[config.mk]
export PLATFORM = sky130hd
export DESIGN_NAME = mem_bus_arbiter_flat
export DESIGN_NICKNAME = d
export VERILOG_FILES = /design/src/rtl/cpu_bus_pkg.sv /design/src/rtl/mem_bus_arbiter_if.sv /design/src/rtl/starve_timer.sv /design/src/rtl/mem_bus_arbiter.sv /design/src/flat_wrapper.sv
export SDC_FILE = /design/constraint.sdc
export NUM_CORES = 1
export LEC_CHECK = 0
export ABC_AREA = 1
export BUFFER_PORTS_ARGS = -buffer_cell sky130_fd_sc_hd__buf_2
export CELL_PAD_IN_SITES_DETAIL_PLACEMENT = 2
export CELL_PAD_IN_SITES_GLOBAL_PLACEMENT = 2
export CORE_MARGIN = 10
export CORE_UTILIZATION = 29
export CTS_BUF_LIST = sky130_fd_sc_hd__clkbuf_4
export CTS_CLUSTER_DIAMETER = 50
export CTS_CLUSTER_SIZE = 25
export DETAILED_ROUTE_END_ITERATION = 10
export PLACE_DENSITY_LB_ADDON = 0.2
export SYNTH_ARGS = -nofsm -noshare
export SYNTH_HDL_FRONTEND = slang
export SYNTH_SLANG_ARGS = --single-unit
[constraint.sdc]
create_clock -name clk_in -period 3.7 [get_ports clk_in]
set_input_delay 1.11 -clock clk_in [delete_from_list [all_inputs] [get_ports clk_in]]
set_output_delay 1.11 -clock clk_in [all_outputs]
set_load 0.05 [all_outputs]
[src/rtl/cpu_bus_pkg.sv]
// Shared types for the CPU memory bus: state encoding, requester IDs and bus widths.
package cpu_bus_pkg;

  localparam int ADDR_W = 16;
  localparam int DATA_W = 8;

  typedef logic [ADDR_W-1:0] addr_t;
  typedef logic [DATA_W-1:0] data_t;

  typedef enum logic [1:0] {
    IDLE   = 2'b00,
    ACCESS = 2'b01,
    WAIT   = 2'b10,
    DONE   = 2'b11
  } arb_state_t;

  typedef enum logic {
    REQ_CPU = 1'b0,
    REQ_MON = 1'b1
  } req_id_t;

endpackage

[src/rtl/mem_bus_arbiter_if.sv]
// Requester and memory-side signals of the shared memory port.
// master is the arbiter's view, slave is the view of requesters plus memory.
interface mem_bus_arbiter_if;
  import cpu_bus_pkg::*;

  logic  cpu_req;
  logic  cpu_we;
  addr_t cpu_addr;
  data_t cpu_wdata;
  logic  cpu_gnt;
  logic  cpu_done;
  data_t cpu_rdata;

  logic  mon_req;
  logic  mon_we;
  addr_t mon_addr;
  data_t mon_wdata;
  logic  mon_gnt;
  logic  mon_done;
  data_t mon_rdata;

  logic  mem_en;
  logic  mem_we;
  addr_t mem_addr;
  data_t mem_wdata;
  data_t mem_rdata;

  logic  busy;
  logic  owner;

  modport master (
    input  cpu_req, cpu_we, cpu_addr, cpu_wdata,
    input  mon_req, mon_we, mon_addr, mon_wdata,
    input  mem_rdata,
    output cpu_gnt, cpu_done, cpu_rdata,
    output mon_gnt, mon_done, mon_rdata,
    output mem_en, mem_we, mem_addr, mem_wdata,
    output busy, owner
  );

  modport slave (
    output cpu_req, cpu_we, cpu_addr, cpu_wdata,
    output mon_req, mon_we, mon_addr, mon_wdata,
    output mem_rdata,
    input  cpu_gnt, cpu_done, cpu_rdata,
    input  mon_gnt, mon_done, mon_rdata,
    input  mem_en, mem_we, mem_addr, mem_wdata,
    input  busy, owner
  );

endinterface

[src/rtl/starve_timer.sv]
// Saturating wait counter for a low-priority requester; limit_hit flags that it
// has been denied LIMIT consecutive cycles and must win the next arbitration.
module starve_timer #(
  parameter int LIMIT = 8,
  parameter int WIDTH = 8
) (
  input  logic clk_in,
  input  logic reset_n,
  input  logic inc,
  input  logic clear,
  output logic limit_hit
);

  localparam logic [WIDTH-1:0] LIMIT_V = WIDTH'(LIMIT);

  logic [WIDTH-1:0] count;

  always_ff @(posedge clk_in) begin
    if (!reset_n) begin
      count <= '0;
    end else if (clear) begin
      count <= '0;
    end else if (inc && (count != LIMIT_V)) begin
      count <= count + 1'b1;
    end
  end

  assign limit_hit = (count == LIMIT_V);

endmodule

[src/rtl/mem_bus_arbiter.sv]
// Fixed-priority arbiter sharing one memory port between the CPU and the debug
// monitor, sequencing each access IDLE -> ACCESS -> (WAIT) -> DONE.
module mem_bus_arbiter
  import cpu_bus_pkg::*;
#(
  parameter int MEM_LATENCY  = 0,
  parameter int STARVE_LIMIT = 8
) (
  input  logic              clk_in,
  input  logic              reset_n,
  mem_bus_arbiter_if.master bus
);

  localparam logic [1:0] WAIT_LOAD = (MEM_LATENCY > 0) ? 2'(MEM_LATENCY - 1) : 2'd0;

  arb_state_t state, state_next;
  logic [1:0] wait_cnt, wait_cnt_next;
  logic       any_req, mon_wins, mon_starved;
  logic       latch, sample;
  logic       cpu_gnt_next, mon_gnt_next, cpu_done_next, mon_done_next;
  logic       starve_inc, starve_clear;

  assign any_req      = bus.cpu_req | bus.mon_req;
  assign mon_wins     = bus.mon_req & (~bus.cpu_req | mon_starved);
  // The monitor only ages while it is waiting, not while its own access is in flight.
  assign starve_inc   = bus.mon_req & ~(bus.busy & (bus.owner == REQ_MON));
  assign starve_clear = ~bus.mon_req | (latch & mon_wins);

  starve_timer #(
    .LIMIT (STARVE_LIMIT),
    .WIDTH (8)
  ) u_starve (
    .clk_in    (clk_in),
    .reset_n   (reset_n),
    .inc       (starve_inc),
    .clear     (starve_clear),
    .limit_hit (mon_starved)
  );

  always_ff @(posedge clk_in) begin
    if (!reset_n) begin
      state    <= IDLE;
      wait_cnt <= 2'd0;
    end else begin
      state    <= state_next;
      wait_cnt <= wait_cnt_next;
    end
  end

  always_comb begin
    state_next    = state;
    wait_cnt_next = wait_cnt;
    latch         = 1'b0;
    sample        = 1'b0;
    cpu_gnt_next  = 1'b0;
    mon_gnt_next  = 1'b0;
    case (state)
      IDLE: begin
        if (any_req) begin
          state_next   = ACCESS;
          latch        = 1'b1;
          cpu_gnt_next = ~mon_wins;
          mon_gnt_next = mon_wins;
        end
      end
      ACCESS: begin
        if (MEM_LATENCY == 0) begin
          state_next = DONE;
          sample     = 1'b1;
        end else begin
          state_next    = WAIT;
          wait_cnt_next = WAIT_LOAD;
        end
      end
      WAIT: begin
        if (wait_cnt == 2'd0) begin
          state_next = DONE;
          sample     = 1'b1;
        end else begin
          wait_cnt_next = wait_cnt - 2'd1;
        end
      end
      DONE:    state_next = IDLE;
      default: state_next = IDLE;
    endcase
    cpu_done_next = sample & (bus.owner == REQ_CPU);
    mon_done_next = sample & (bus.owner == REQ_MON);
  end

  // Every output is a flop so nothing combinational leaks from the requesters.
  always_ff @(posedge clk_in) begin
    if (!reset_n) begin
      bus.cpu_gnt   <= 1'b0;
      bus.mon_gnt   <= 1'b0;
      bus.cpu_done  <= 1'b0;
      bus.mon_done  <= 1'b0;
      bus.cpu_rdata <= '0;
      bus.mon_rdata <= '0;
      bus.mem_en    <= 1'b0;
      bus.mem_we    <= 1'b0;
      bus.mem_addr  <= '0;
      bus.mem_wdata <= '0;
      bus.busy      <= 1'b0;
      bus.owner     <= REQ_CPU;
    end else begin
      bus.cpu_gnt  <= cpu_gnt_next;
      bus.mon_gnt  <= mon_gnt_next;
      bus.cpu_done <= cpu_done_next;
      bus.mon_done <= mon_done_next;
      bus.mem_en   <= latch;
      bus.busy     <= (state_next != IDLE);
      if (latch) begin
        bus.owner     <= mon_wins ? REQ_MON : REQ_CPU;
        bus.mem_we    <= mon_wins ? bus.mon_we : bus.cpu_we;
        bus.mem_addr  <= mon_wins ? bus.mon_addr : bus.cpu_addr;
        bus.mem_wdata <= mon_wins ? bus.mon_wdata : bus.cpu_wdata;
      end
      if (sample && !bus.mem_we) begin
        if (bus.owner == REQ_MON) begin
          bus.mon_rdata <= bus.mem_rdata;
        end else begin
          bus.cpu_rdata <= bus.mem_rdata;
        end
      end
    end
  end

endmodule

[src/flat_wrapper.sv]
// flat-port wrapper written by rule: the top's interface ports become plain ports
module mem_bus_arbiter_flat import cpu_bus_pkg::*;
#(
  parameter int MEM_LATENCY  = 0,
  parameter int STARVE_LIMIT = 8
)
  (clk_in, reset_n, bus_cpu_req, bus_cpu_we, bus_cpu_addr, bus_cpu_wdata, bus_mon_req, bus_mon_we, bus_mon_addr, bus_mon_wdata, bus_mem_rdata, bus_cpu_gnt, bus_cpu_done, bus_cpu_rdata, bus_mon_gnt, bus_mon_done, bus_mon_rdata, bus_mem_en, bus_mem_we, bus_mem_addr, bus_mem_wdata, bus_busy, bus_owner);
  mem_bus_arbiter_if bus_i ();
  input  logic clk_in;
  input  logic reset_n;
  input wire logic [$bits(bus_i.cpu_req)-1:0] bus_cpu_req;
  input wire logic [$bits(bus_i.cpu_we)-1:0] bus_cpu_we;
  input wire logic [$bits(bus_i.cpu_addr)-1:0] bus_cpu_addr;
  input wire logic [$bits(bus_i.cpu_wdata)-1:0] bus_cpu_wdata;
  input wire logic [$bits(bus_i.mon_req)-1:0] bus_mon_req;
  input wire logic [$bits(bus_i.mon_we)-1:0] bus_mon_we;
  input wire logic [$bits(bus_i.mon_addr)-1:0] bus_mon_addr;
  input wire logic [$bits(bus_i.mon_wdata)-1:0] bus_mon_wdata;
  input wire logic [$bits(bus_i.mem_rdata)-1:0] bus_mem_rdata;
  output wire logic [$bits(bus_i.cpu_gnt)-1:0] bus_cpu_gnt;
  output wire logic [$bits(bus_i.cpu_done)-1:0] bus_cpu_done;
  output wire logic [$bits(bus_i.cpu_rdata)-1:0] bus_cpu_rdata;
  output wire logic [$bits(bus_i.mon_gnt)-1:0] bus_mon_gnt;
  output wire logic [$bits(bus_i.mon_done)-1:0] bus_mon_done;
  output wire logic [$bits(bus_i.mon_rdata)-1:0] bus_mon_rdata;
  output wire logic [$bits(bus_i.mem_en)-1:0] bus_mem_en;
  output wire logic [$bits(bus_i.mem_we)-1:0] bus_mem_we;
  output wire logic [$bits(bus_i.mem_addr)-1:0] bus_mem_addr;
  output wire logic [$bits(bus_i.mem_wdata)-1:0] bus_mem_wdata;
  output wire logic [$bits(bus_i.busy)-1:0] bus_busy;
  output wire logic [$bits(bus_i.owner)-1:0] bus_owner;
  assign bus_i.cpu_req = bus_cpu_req;
  assign bus_i.cpu_we = bus_cpu_we;
  assign bus_i.cpu_addr = bus_cpu_addr;
  assign bus_i.cpu_wdata = bus_cpu_wdata;
  assign bus_i.mon_req = bus_mon_req;
  assign bus_i.mon_we = bus_mon_we;
  assign bus_i.mon_addr = bus_mon_addr;
  assign bus_i.mon_wdata = bus_mon_wdata;
  assign bus_i.mem_rdata = bus_mem_rdata;
  assign bus_cpu_gnt = bus_i.cpu_gnt;
  assign bus_cpu_done = bus_i.cpu_done;
  assign bus_cpu_rdata = bus_i.cpu_rdata;
  assign bus_mon_gnt = bus_i.mon_gnt;
  assign bus_mon_done = bus_i.mon_done;
  assign bus_mon_rdata = bus_i.mon_rdata;
  assign bus_mem_en = bus_i.mem_en;
  assign bus_mem_we = bus_i.mem_we;
  assign bus_mem_addr = bus_i.mem_addr;
  assign bus_mem_wdata = bus_i.mem_wdata;
  assign bus_busy = bus_i.busy;
  assign bus_owner = bus_i.owner;
  mem_bus_arbiter #(.MEM_LATENCY(MEM_LATENCY), .STARVE_LIMIT(STARVE_LIMIT)) u_core (.clk_in(clk_in), .reset_n(reset_n), .bus(bus_i));
endmodule
* Word level (Yosys, flattened, before mapping) *
Index checks and enable logic that the tools add are counted.

storage, ports and cells
  word-level logic and storage cells = 60
  input bits = 62
  output and inout port bits = 48
  flip-flop bits (word level) = 60

operators by class
  reduce and logical (&&, ||, !) cells = 11
  add/sub/neg operators = 2
  eq/ne operators = 5
  mux-type cells = 11
  bitwise logic cells = 16

operators with widths
  kind                 number
  $mux 16              1
  $add 8x1->8 const B  1
  $eq 8x4->1 const B   1
  $mux 8               1
  $ne 8x4->1 const B   1
  $pmux 2 s4           1
  $not 1->1            7
  $and 1x1->1          6
  $reduce_and 2->1     3
  $mux 1               5
  $eq 2x2->1 const B   2
  $logic_not 2->1      2
  $mux 2               2
  $or 1x1->1           3
  $reduce_and 3->1     1
  $eq 2x1->1 const B   1
  $logic_and 1x1->1    2
  $pmux 1 s2           1
  $reduce_bool 2->1    1
  $reduce_or 2->1      1
  $sub 2x1->2 const B  1
  $logic_not 1->1      1

* Logic depth before layout (Yosys ltp) *
Gate-level depths: netlist (run 1).

  depth in word-level cells = 6
  mapped depth = 9
  gate-level depth less buffers = 9

* Modules after synthesis *
Synthesis (run 1) repeated with hierarchy kept, for this count alone.

second synthesis, totals
  cells, all modules = 461
  area, all modules = 3119.2 um^2

by module, submodules not included
  module           area each (um^2)  times used  cells each  seq. area each (um^2)
  mem_bus_arbiter  2622.5            1           385         1041.0
  starve_timer     496.7             1           76          160.2

* Least setup slack after synthesis (run 1) *
Ideal clock, no wire load.

  path kind = input to register
  start point = in bus_mon_req
  end point = reg u_core.bus.mem_we
  cell stages on the path = 7
  required time = 3.582 ns
  arrival = 1.955 ns
  path buffers = 2
  path slack = 1.627 ns
  cells stage by stage = buf_4 -> or2_1 -> nand2_2 -> inv_2 -> buf_2 -> o21ai_0 -> nor2_1

between the ends
  cells in the longest elaborated chain, start to end = 3
  elaborated cells between the ends (all ways) = 5

ends and longest elaborated chain
  what                  RTL line                  source
  start, declared       flat_wrapper.sv:15        input wire logic [$bits(bus_i.mon_req)-1:0] bus_mon_req;
  $or 1x1->1            mem_bus_arbiter.sv:23     assign any_req = bus.cpu_req | bus.mon_req;
  $mux 1                mem_bus_arbiter.sv:59     if (any_req) begin
  $mux 1                mem_bus_arbiter.sv:57     case (state)
  end signal, assigned  mem_bus_arbiter.sv:114    bus.mem_we <= mon_wins ? bus.mon_we : bus.cpu_we;
  end, declared         mem_bus_arbiter_if.sv:37  output mem_en, mem_we, mem_addr, mem_wdata,

Parallel ways exist; a longest one is shown, timed or not.
A chain may end at the register's enable or synchronous reset.

* Final worst setup path (run 1) *
  start point = reg u_core.bus.owner
  end point = out bus_owner

RTL lines
  what                    RTL line                  source
  start, declared         mem_bus_arbiter_if.sv:38  output busy, owner
  start signal, assigned  mem_bus_arbiter.sv:113    bus.owner <= mon_wins ? REQ_MON : REQ_CPU;
  end, declared           flat_wrapper.sv:31        output wire logic [$bits(bus_i.owner)-1:0] bus_owner;

No word-level cell between the ends.

==> Implementation_results.wiki, run 1 <==
{| class="wikitable"
! Metric !! Value
|-
| Status || finished clean
|-
| Post-DP Area || between 3000 and 4000 um^2
|-
| Slowest stage delay, CP || 0.48 ns
|-
| Dpl hpwl || 7468 um
|-
| Post-CTS Setup Repair Bufs || 0
|-
| Crit path capture type || primary output
|-
| Largest net degree at the start of global routing || 55
|-
| Commonest cells after routing, fill and taps aside || buf_2 (109), nor2_1 (65), inv_1 (64), dfxtp_1 (60), nand2_1 (49)
|-
| Power Total || roughly 2.8 mW
|-
| Final TNS setup || 0 ns
|-
| Max-cap violations || 0
|-
| Via count || 3011
|-
| Crit path cell chain || buf_2
|-
| Total wire length after detailed routing || a little under 10000 um
|-
| Fin nets || 584
|-
| Power share of the clock group || 17.6%
|-
| Post-layout min period || 2.300 ns
|-
| Die boundary height || 120.5 um
|-
| Detailed-route wire length per cell || 15.20 um
|-
| Count of synthesis-stage warnings from yosys || 0
|-
| CP Class || register to primary output
|-
| Part of the power in registers || around a third
|-
| Number of antenna repair diodes || 0
|-
| Placement-stage worst setup slack || 1.149 ns
|-
| Hold crit path type || register to register
|-
| Post-Synthesis Cells || between 400 and 500
|-
| Global route overflow || 0
|-
| Number of distinct standard cells referenced by the synthesized netlist || 31
|-
| Core Util, Final || 37.05%
|-
| Worst ir drop on vdd || 0.3763 mV
|-
| Number of iterations in the first detailed-routing pass || 4
|-
| Portion of the clock cycle consumed by the worst path in the final layout || 62.15%
|-
| Number of global-route vias before repair || 3303
|-
| CTS tree || done
|-
| GRT Overall Usage || 13.57%
|-
| Residual DRC || 0
|-
| Highest fanout seen on the critical path || 6
|-
| H-tree level count || 3
|-
| Post-cts repair resize count || 0
|-
| Leakage power figure || around 1.8 nW
|-
| Slew headroom || 47.82%
|-
| I/O Pins || 110
|-
| Actual transition at the worst max-transition pin || 0.7815 ns
|-
| Core footprint || 9819 um^2
|-
| Total of hold buffers inserted after clock tree synthesis || 0
|-
| Ratio of cells with drive above 1 in the final layout || 26.92%
|-
| Number of antenna-violating nets in the routed design || 0
|-
| Fin area || 3638 um^2
|-
| Synth top area share || between 40% and 50%
|-
| Clock tree buffer depth || 2
|-
| PD cells || 760.9 nW/um^2
|-
| Standard cell with the maximum stage delay on the critical path || dfxtp_1
|-
| Mapped Avg Cell Area || 7.055 um^2
|-
| Number of antenna violations at the first check in global routing || 0
|-
| Global-route wire length before repair || 16390 um
|-
| Met1 track utilization from global routing || 15.44%
|-
| Master cell of the clock root buffer || clkbuf_4
|-
| Power Internal || around 1.4 mW
|-
| Unrepaired setup endpoints after global routing || false
|-
| Count of routing violations after the opening detailed-route iteration || 92
|-
| Peak-usage layer in the global routing report || met2
|-
| Post-synthesis instance area || 2928 um^2
|-
| Reg clk slew, reported paths || 0.13 ns
|-
| Critical path buffer and inverter count || 1
|-
| Placer congestion estimate || 0.7758
|-
| Final setup vio count || 0
|-
| Die Span X || 120.5 um
|-
| Required time of the critical path || 2.59 ns
|-
| Max Fclk || 434.8 MHz
|-
| Clock Latency Late Sink || about 0.4 ns
|-
| Clock Sinks || 60
|-
| Number of buffers added by the clock tree synthesis step || 9
|-
| Worst reg-to-reg setup slack || 1.79 ns
|-
| Switching Fraction || 51.20%
|-
| Starting utilization of the core area || between 20 and 30%
|-
| Combinational share of power || 49.2%
|-
| # rows || 36
|-
| Area delta synth->final || 24.27%
|-
| Final worst slack || 1.400 ns
|-
| Met3 track demand over resource in global routing || 4.421%
|-
| Sequential area share after synthesis || between 40% and 50%
|-
| Family of cells with the greatest summed delay on the critical path || flip-flops
|-
| Worst EP arrival || about 1.2 ns
|-
| Total of buffers placed on input and output ports || 109
|-
| Number of vias per cell after detailed routing || 4.611
|-
| Setup skew after layout || roughly 0.025 ns
|-
| Pins Over Slew Limit || 0
|-
| Most common library cell in the layout ignoring fill and taps || buf_2
|-
| Endpoints failing hold || 0
|-
| Global routing met2 resource utilization || 24.08%
|-
| Die area || 14520 um^2
|-
| Startpoint Class || register
|-
| Cell type with the largest total area after synthesis || dfxtp_1
|-
| Total nets after synthesis || 484
|-
| Sw power || about 1.4 mW
|-
| Synth Register Bits || 60
|-
| Top post-synthesis cells by area || dfxtp_1 (41%), nor2_1 (8.3%), inv_1 (8.2%), a21oi_1 (7.5%), o21ai_0 (7.2%)
|}
-- final cells by class --
class,count,area (um^2)
fill,1274,6181
multi-input combinational,265,1309
sequential,60,1201
timing repair buffer,112,568.0
inverter,67,251.5
tap,133,166.4
clock inverter,7,75.07
clock buffer,9,67.56
-- synthesized netlist by cell type (all sizes together) --
cell / count
o21bai: 1
o21ai: 50
nand3: 32
clkbuf: 8
xnor2: 1
nor3: 3
buf: 15
o31ai: 1
xor2: 3
nand2: 51
a21boi: 1
inv: 67
o211a: 1
nand3b: 1
ha: 7
or2: 1
a21oi: 45
nor2: 67
dfxtp: 60
-- metal layers --
metal | vias to the layer above | share of wire [%]
met5 | - | 0
met4 | 0 | 0.92
met3 | 8 | 4.9
met2 | 67 | 50
met1 | 1427 | 44
li1 | 1509 | -
-- through the flow --
stage	instances	hold WS, ns
final	653	0.4539
after global routing	653	0.4728
after CTS	653	0.4585
after detailed placement	637	0.4399
after global placement	637	0.4294
after floorplan	415	0.4496
-- registers in the layout, indices dropped and copies added, names as in the netlist, 2 cells and up --
register and flops:
u_core.bus.mem_addr 16, u_core.bus.cpu_rdata 8, u_core.state 2, u_core.wait_cnt 2, u_core.u_starve.count 8, u_core.bus.mon_rdata 8
u_core.bus.mem_wdata 8
-- path summary, 6_finish.rpt --
path | start | to | cells after the start
setup / recovery | u_core.bus.owner | bus_owner | 1
hold / removal | u_core.bus.mon_rdata[6] | u_core.bus.mon_rdata[6] | 2
setup reg to reg | u_core.state[0] | u_core.bus.cpu_rdata[5] | 7
hold reg to reg | u_core.bus.mon_rdata[6] | u_core.bus.mon_rdata[6] | 2
-- tightest hold or removal path: cells and delay by family (launching register included) --
kind | cells | cell delay [ns]
buffers and inverters | 1 | 0.05
DFF | 1 | 0.33
AOI/OAI and AO/OA | 1 | 0.05
-- power by group through the flow --
| stage | Sequential (mW) | Clock, mW | Combinational (mW) |
|---|---|---|---|
| 2_1_floorplan | 1.50 | 0 | 0.496 |
| 6_report | 0.921 | 0.486 | 1.36 |
| 5_1_grt | 0.946 | 0.542 | 1.50 |
| 3_3_place_gp | 0.935 | 0 | 1.34 |
| 4_1_cts | 0.925 | 0.512 | 1.39 |
| 3_5_place_dp | 0.938 | 0 | 1.39 |
-- kinds of logic after synthesis --
| group | Yosys count | synth area share, % |
|---|---|---|
| AO/OA/AOI/OAI | 99 | 17.99 |
| flip-flops | 60 | 41.03 |
| AND/OR/NAND/NOR | 155 | 22.52 |
| XOR/XNOR | 4 | 1.197 |
| adder cells (fa/ha/maj) | 7 | 2.991 |
| buffers and inverters | 90 | 14.27 |
No activity file was read; power rests on OpenSTA's default activity.
==> inputs of run 2 (changes only) <==
--- a/config.mk
+++ b/config.mk
@@ -10,7 +10,7 @@
 export CELL_PAD_IN_SITES_DETAIL_PLACEMENT = 2
 export CELL_PAD_IN_SITES_GLOBAL_PLACEMENT = 2
 export CORE_MARGIN = 10
-export CORE_UTILIZATION = 29
+export CORE_UTILIZATION = 24
 export CTS_BUF_LIST = sky130_fd_sc_hd__clkbuf_4
 export CTS_CLUSTER_DIAMETER = 50
 export CTS_CLUSTER_SIZE = 25
==> constraint.sdc (replaced) <==
create_clock -name clk_in -period 1.88 [get_ports clk_in]
set_input_delay 0.564 -clock clk_in [delete_from_list [all_inputs] [get_ports clk_in]]
set_output_delay 0.564 -clock clk_in [all_outputs]
set_load 0.05 [all_outputs]
==> run 2 against run 1 <==
Compared with the run above:
- critical endpoint is now bus_mem_addr[13]
- critical path type unchanged
- flip-flop and latch count unchanged
- highest routed layer unchanged
- clock skew decreased by 0.011 ns
- via count increased by 0.33%
- cell area increased by 2.8%
- register-to-register slack lost 1.5 ns
==> Implementation_results.wiki, run 2 (synthesized netlist as in run 1, its figures left out) <==
{| class="wikitable"
! Metric !! Value
|-
| Endpoints failing hold || 0
|-
| Count of routing violations after the opening detailed-route iteration || 119
|-
| Unrepaired setup endpoints after global routing || false
|-
| Startpoint Class || register
|-
| Sequential cell area || 1202 um^2
|-
| Core Util, Final || a little under a third
|-
| Total of hold buffers inserted after clock tree synthesis || 0
|-
| Master cell of the clock root buffer || clkbuf_4
|-
| Crit path cell chain || buf_2
|-
| Leakage power figure || 1.815 nW
|-
| Fin nets || 589
|-
| PD cells || between 1500 and 2000 nW/um^2
|-
| Switching Fraction || 49.38%
|-
| Number of antenna violations at the first check in global routing || 0
|-
| Total of fill cells in the finished design || about 1.4k
|-
| Post-cts repair resize count || 0
|-
| Area delta synth->final || 27.69%
|-
| Post-layout min period || roughly 1.7 ns
|-
| Number of vias per cell after detailed routing || 4.496
|-
| Pins Over Slew Limit || 0
|-
| CTS tree || done
|-
| Die area || 17020 um^2
|-
| Largest register FFs || 16
|-
| Max-cap violations || 0
|-
| Clock tree buffer depth || 2
|-
| CP Class || register to primary output
|-
| Via count || ~3k
|-
| Post-CTS Setup Repair Bufs || 0
|-
| Combinational share of power || between 40% and 50%
|-
| Placement-stage worst setup slack || 0.1850 ns
|-
| Post-DP Area || 3576 um^2
|-
| Worst EP arrival || 1.12 ns
|-
| Power Internal || 2.848 mW
|-
| Max Fclk || roughly 590 MHz
|-
| Final setup vio count || 0
|-
| Ratio of cells with drive above 1 in the final layout || 27.62%
|-
| Required time of the critical path || between 1 and 1.5 ns
|-
| WHS Path Cells || 3
|-
| Placer congestion estimate || 0.7331
|-
| Sw power || around 2.8 mW
|-
| Clock Latency Late Sink || 0.45 ns
|-
| Starting utilization of the core area || ~24%
|-
| Global route overflow || 0
|-
| Crit path capture type || primary output
|-
| I/O Pins || 110
|-
| H-tree level count || 3
|-
| Number of buffers added by the clock tree synthesis step || 9
|-
| # rows || 40
|-
| Launch point of the worst reg-to-reg path || u_core.state[0]
|-
| Total of buffers placed on input and output ports || 109
|-
| Status || finished clean
|-
| Critical path buffer and inverter count || 1
|-
| Global-route wire length before repair || between 15000 and 20000 um
|-
| Fin area || around 3700 um^2
|-
| Power share of the clock group || 18.9%
|-
| Final worst slack || between 0.15 and 0.2 ns
|-
| Slowest stage delay, CP || 0.39 ns
|-
| Clock Sinks || 60
|-
| Worst reg-to-reg setup slack || around 0.28 ns
|-
| Detailed-route wire length per cell || 15.00 um
|-
| Reg2reg path depth || 8
|-
| Portion of the clock cycle consumed by the worst path in the final layout || 89.66%
|-
| Register with the highest flop count || u_core.bus.mem_addr
|-
| Slew headroom || 64.59%
|-
| Final TNS setup || 0 ns
|-
| Power Total || 5.627 mW
|-
| Reg clk slew, reported paths || about 0.12 ns
|-
| R2r endpoint || u_core.bus.mon_rdata[5]
|-
| Highest fanout seen on the critical path || 2
|-
| Residual DRC || 0
|-
| Setup skew after layout || 0.01348 ns
|-
| Total wire length after detailed routing || ~10000 um
|-
| Number of antenna-violating nets in the routed design || 0
|-
| GRT Overall Usage || 12.06%
|-
| Worst ir drop on vdd || 0.6232 mV
|-
| Actual transition at the worst max-transition pin || 0.5312 ns
|-
| Hold crit path type || input port to register
|-
| Core footprint || 11960 um^2
|-
| Most common library cell in the layout ignoring fill and taps || buf_2
|-
| Number of global-route vias before repair || 3200
|-
| Die Span X || 130.5 um
|-
| Die boundary height || ~130 um
|-
| Largest net degree at the start of global routing || 52
|-
| Commonest cells after routing, fill and taps aside || buf_2 (108), nor2_1 (65), inv_1 (64), dfxtp_1 (59), nand2_1 (49)
|-
| Part of the power in registers || 32.4%
|-
| Standard cell with the maximum stage delay on the critical path || dfxtp_1
|-
| Number of antenna repair diodes || 0
|-
| Worst Hold Path EP || u_core.bus.cpu_rdata[4]
|-
| Family of cells with the greatest summed delay on the critical path || flip-flops
|-
| Hold_sp || bus_mem_rdata[4]
|-
| Number of iterations in the first detailed-routing pass || 4
|-
| Dpl hpwl || approximately 7600 um
|-
| Area used by multi-input combinational logic || 1309 um^2
|}
==> run 2: through the flow <==
step                      hold WS (ns)  instances
after global routing            0.3766        672
after floorplan                 0.4496        415
after global placement          0.4288        656
final                           0.4103        672
after CTS                       0.3656        672
after detailed placement        0.4350        656
==> run 2: worst max path at each step <==
stage	start	endpoint	cells after the start	slack, ns
after floorplan	bus_mon_req	u_core.bus.mem_we	7	0.35
after global placement	bus_cpu_req	u_core.bus.mem_addr[12]	7	0.25
after detailed placement	bus_cpu_req	u_core.bus.mem_addr[2]	7	0.18
after CTS	u_core.bus.owner	bus_owner	1	0.01
after global routing	u_core.state[0]	u_core.bus.mon_rdata[5]	8	0.009
final	u_core.bus.mem_addr[13]	bus_mem_addr[13]	1	0.19
==> run 2: area by class of cell <==
cell class / instances / share of cell area [%]
clock inverter: 7 / 2.443
inverter: 67 / 6.727
tap: 147 / 4.920
clock buffer: 9 / 1.807
multi-input combinational: 265 / 35.01
sequential: 60 / 32.16
timing repair buffer: 117 / 16.93
==> run 2: power groups by stage <==
stage          Clock (mW)  Sequential, mW  Combinational [mW]
6_report             1.07            1.82                2.74
3_3_place_gp            0            1.85                2.74
5_1_grt              1.20            1.87                3.03
2_1_floorplan           0            2.95               0.976
3_5_place_dp            0            1.86                2.80
4_1_cts              1.13            1.84                2.80
==> run 2: layer usage <==
| layer | track usage [%] | vias to the layer above | routed length [um] |
|---|---|---|---|
| met1 | 14.12 | 1422 | 4460 |
| met2 | 19.49 | 72 | 4767 |
| met4 | 3.532 | 0 | 103 |
| met3 | 5.439 | 9 | 746 |
| met5 | 0 | - | 0 |
| li1 | - | 1518 | - |
==> inputs of run 3 (changes only) <==
--- a/config.mk
+++ b/config.mk
@@ -5,12 +5,12 @@
 export SDC_FILE = /design/constraint.sdc
 export NUM_CORES = 1
 export LEC_CHECK = 0
-export ABC_AREA = 1
+export ABC_AREA = 0
 export BUFFER_PORTS_ARGS = -buffer_cell sky130_fd_sc_hd__buf_2
 export CELL_PAD_IN_SITES_DETAIL_PLACEMENT = 2
 export CELL_PAD_IN_SITES_GLOBAL_PLACEMENT = 2
 export CORE_MARGIN = 10
-export CORE_UTILIZATION = 24
+export CORE_UTILIZATION = 25
 export CTS_BUF_LIST = sky130_fd_sc_hd__clkbuf_4
 export CTS_CLUSTER_DIAMETER = 50
 export CTS_CLUSTER_SIZE = 25
@@ -18,4 +18,5 @@
 export PLACE_DENSITY_LB_ADDON = 0.2
 export SYNTH_ARGS = -nofsm -noshare
 export SYNTH_HDL_FRONTEND = slang
+export SYNTH_HIERARCHICAL = 1
 export SYNTH_SLANG_ARGS = --single-unit
==> run 3 against run 2 <==
Compared with the run above:
- non-clock buffer count increased by 11
- largest power group unchanged
- core utilization increased by 3.5 points
- sequential power decreased by 3%
- wire length decreased by 0.36%
==> Implementation_results.wiki, run 3 <==
{| class="wikitable"
! Metric !! Value
|-
| Cell type with the largest total area after synthesis || dfxtp_1
|-
| CTS tree || done
|-
| Switching Fraction || 48.80%
|-
| Max-cap violations || 0
|-
| Post-synth ARST share || 0%
|-
| Combinational share of power || 49.0%
|-
| Worst ir drop on vdd || 0.5630 mV
|-
| Register with the highest flop count || u_core/bus.mem_addr
|-
| Post-synthesis instance area || 2620 um^2
|-
| Sw power || approximately 2.6 mW
|-
| PD cells || 1495 nW/um^2
|-
| Actual transition at the worst max-transition pin || 0.3783 ns
|-
| Post-Synthesis Cells || roughly 300
|-
| Number of global-route vias before repair || 3153
|-
| Post-CTS Setup Repair Bufs || 0
|-
| Most frequent cell after synthesis || dfxtp_1
|-
| Via count || 2733
|-
| Area delta synth->final || 36.49%
|-
| Placer congestion estimate || 0.7884
|-
| Number of antenna violations at the first check in global routing || 1
|-
| Reg clk slew, reported paths || 0.12 ns
|-
| Launch point of the worst reg-to-reg path || u_core/u_starve/count[0]
|-
| Clock Latency Late Sink || 0.41 ns
|-
| Startpoint Class || register
|-
| Residual DRC || 0
|-
| Detailed-route wire length per cell || between 15 and 20 um
|-
| Slew headroom || 74.45%
|-
| Number of antenna repair diodes || 0
|-
| Die Span X || roughly 120 um
|-
| Crit path capture type || register
|-
| Clock tree buffer depth || 2
|-
| Hold_sp || bus_cpu_addr[15]
|-
| Post-layout min period || 1.744 ns
|-
| Global-route wire length before repair || 16150 um
|-
| Total nets after synthesis || 371
|-
| Non-filler instance count after layout || 560
|-
| Endpoints failing hold || 0
|-
| Clock Sinks || 60
|-
| I/O Pins || 110
|-
| Total wire length after detailed routing || 10040 um
|-
| Worst reg-to-reg setup slack || roughly 0.14 ns
|-
| Power share of the clock group || 17.9%
|-
| Synth Register Bits || 60
|-
| Reg2reg path depth || 8
|-
| Number of vias per cell after detailed routing || 4.880
|-
| Portion of the clock cycle consumed by the worst path in the final layout || 92.77%
|-
| Die area || ~15000 um^2
|-
| Power Internal || around 2.7 mW
|-
| Count of synthesis-stage warnings from yosys || 6
|-
| Final setup vio count || 0
|-
| Worst Hold Path EP || u_core/bus.mem_addr[15]
|-
| Number of antenna-violating nets in the routed design || 0
|-
| Post-synth top cells || dfxtp_1 (60), o21ai_0 (52), nand2_1 (37)
|-
| Count of routing violations after the opening detailed-route iteration || 90
|-
| GRT Overall Usage || 13.38%
|-
| Commonest register cell after synthesis || dfxtp_1
|-
| Placement-stage worst setup slack || 0.1252 ns
|-
| Number of buffers added by the clock tree synthesis step || 9
|-
| Number of distinct standard cells referenced by the synthesized netlist || 38
|-
| Synth top area share || a little under half
|-
| Largest net degree at the start of global routing || 27
|-
| Starting utilization of the core area || ~25%
|-
| Number of placed instances, taps included || around 540
|-
| Setup skew after layout || 0.01848 ns
|-
| Number of synthesized flops with an enable pin || 0
|-
| R2r endpoint || u_core/bus.mem_we
|-
| CP Class || register to register
|-
| Hold crit path type || input port to register
|-
| Leakage power figure || 1.663 nW
|-
| Required time of the critical path || 2.18 ns
|-
| Number of iterations in the first detailed-routing pass || 4
|-
| # rows || 37
|-
| Mapped Avg Cell Area || slightly below 9 um^2
|-
| Final worst slack || 0.1359 ns
|-
| Sequential area share after synthesis || 45.85%
|-
| Ratio of cells with drive above 1 in the final layout || 36.79%
|-
| Master cell of the clock root buffer || clkbuf_4
|-
| Worst EP arrival || between 2 and 2.5 ns
|-
| Total of buffers placed on input and output ports || 109
|-
| Max Fclk || 573.4 MHz
|-
| Top post-synthesis cells by area || dfxtp_1 (46%), o21ai_0 (9.9%), mux2i_1 (6.9%), a31oi_1 (6.0%), a21oi_1 (5.9%)
|-
| Final TNS setup || 0 ns
|-
| Most common library cell in the layout ignoring fill and taps || buf_2
|-
| Worst hold slack || 0.4029 ns
|-
| WHS Path Cells || 3
|-
| Pins Over Slew Limit || 0
|-
| Dpl hpwl || between 7000 and 8000 um
|-
| Global route overflow || 0
|-
| Commonest cells after routing, fill and taps aside || buf_2 (109), dfxtp_1 (59), o21ai_0 (50), nand2_1 (36), a21oi_1 (31)
|-
| Highest fanout seen on the critical path || 23
|-
| Part of the power in registers || 33.1%
|-
| H-tree level count || 3
|-
| Largest register FFs || 16
|-
| Fin nets || about 500
|-
| Status || finished clean
|-
| Core footprint || approximately 10000 um^2
|-
| Die boundary height || 122.4 um
|}
-- run 3: cell types whose count changed after synthesis, sizes merged, moves of 5 or more --
cell and delta:
a31oi +25, nor2 -64, o21ai +5, mux2i +18
nand2 -14, clkbuf +9, inv -57, buf -10
a21oi -13, nand3 -31
-- run 3: area by class of cell --
class                      count  area [um^2]
clock inverter                 6        65.06
fill                        1242         6701
timing repair buffer         128        713.2
multi-input combinational    210         1313
tap                          136        170.2
clock buffer                  10        75.07
inverter                      10        37.54
sequential                    60         1202
-- run 3: kinds of logic after synthesis --
group	share of synthesized area (%)
AO/OA/AOI/OAI	25.22
adder cells (fa/ha/maj)	3.343
flip-flops	45.85
buffers and inverters	5.062
XOR/XNOR	1.003
multiplexers	6.877
AND/OR/NAND/NOR	12.65
-- run 3: timing repair --
action | 4_1_cts | 5_1_grt
resized for setup | 0 | 4
hold endpoints to repair | 0 | 0
hold buffers | 0 | 0
setup endpoints to repair | 0 | 4
-- run 3: critical path: stages, from the launching register on --
cell,delay (ns)
dfxtp_2,0.33
inv_1,0.07
ha_1,0.14
nor4b_4,0.21
and2_1,0.18
and2b_1,0.24
buf_12,0.17
o21ai_0,0.19
a21oi_1,0.10
-- run 3: power groups by stage --
stage	combinational [mW]	sequential (mW)	clock [mW]
2_1_floorplan	0.846	2.79	0
3_3_place_gp	2.59	1.79	0
3_5_place_dp	2.64	1.80	0
4_1_cts	2.65	1.78	0.991
5_1_grt	2.84	1.82	1.05
6_report	2.62	1.77	0.956
-- run 3: metrics by stage --
step	total power [mW]	util (%)	instance area, um^2
2_1_floorplan	3.638	-	2640
3_3_place_gp	4.378	33.36	3428
3_5_place_dp	4.438	33.36	3428
4_1_cts	5.421	34.72	3568
5_1_grt	5.707	34.79	3576
6_report	5.345	34.79	3576
-- run 3: worst max-delay path by stage --
stage,from,endpoint,slack [ns],cells past startpoint
2_1_floorplan,u_core/u_starve/count[1],u_core/u_starve/count[0],0.009,12
3_3_place_gp,bus_mon_req,u_core/u_starve/count[6],0.18,7
3_5_place_dp,bus_mon_req,u_core/u_starve/count[7],0.13,7
4_1_cts,u_core/u_starve/count[0],u_core/u_starve/count[0],0.10,10
5_1_grt,u_core/u_starve/count[0],u_core/u_starve/count[7],-0.007,9
6_report,u_core/u_starve/count[0],u_core/bus.mem_we,0.14,8
-- run 3: per-layer routing --
metal / wire (um) / vias to the layer above / share of wire, % / global-route usage (%)
li1: - / 1310 / - / -
met4: 104 / 0 / 1.0 / 4.124
met2: 4672 / 76 / 47 / 21.74
met3: 825 / 8 / 8.2 / 5.464
met1: 4440 / 1339 / 44 / 15.83
met5: 0 / - / 0 / 0
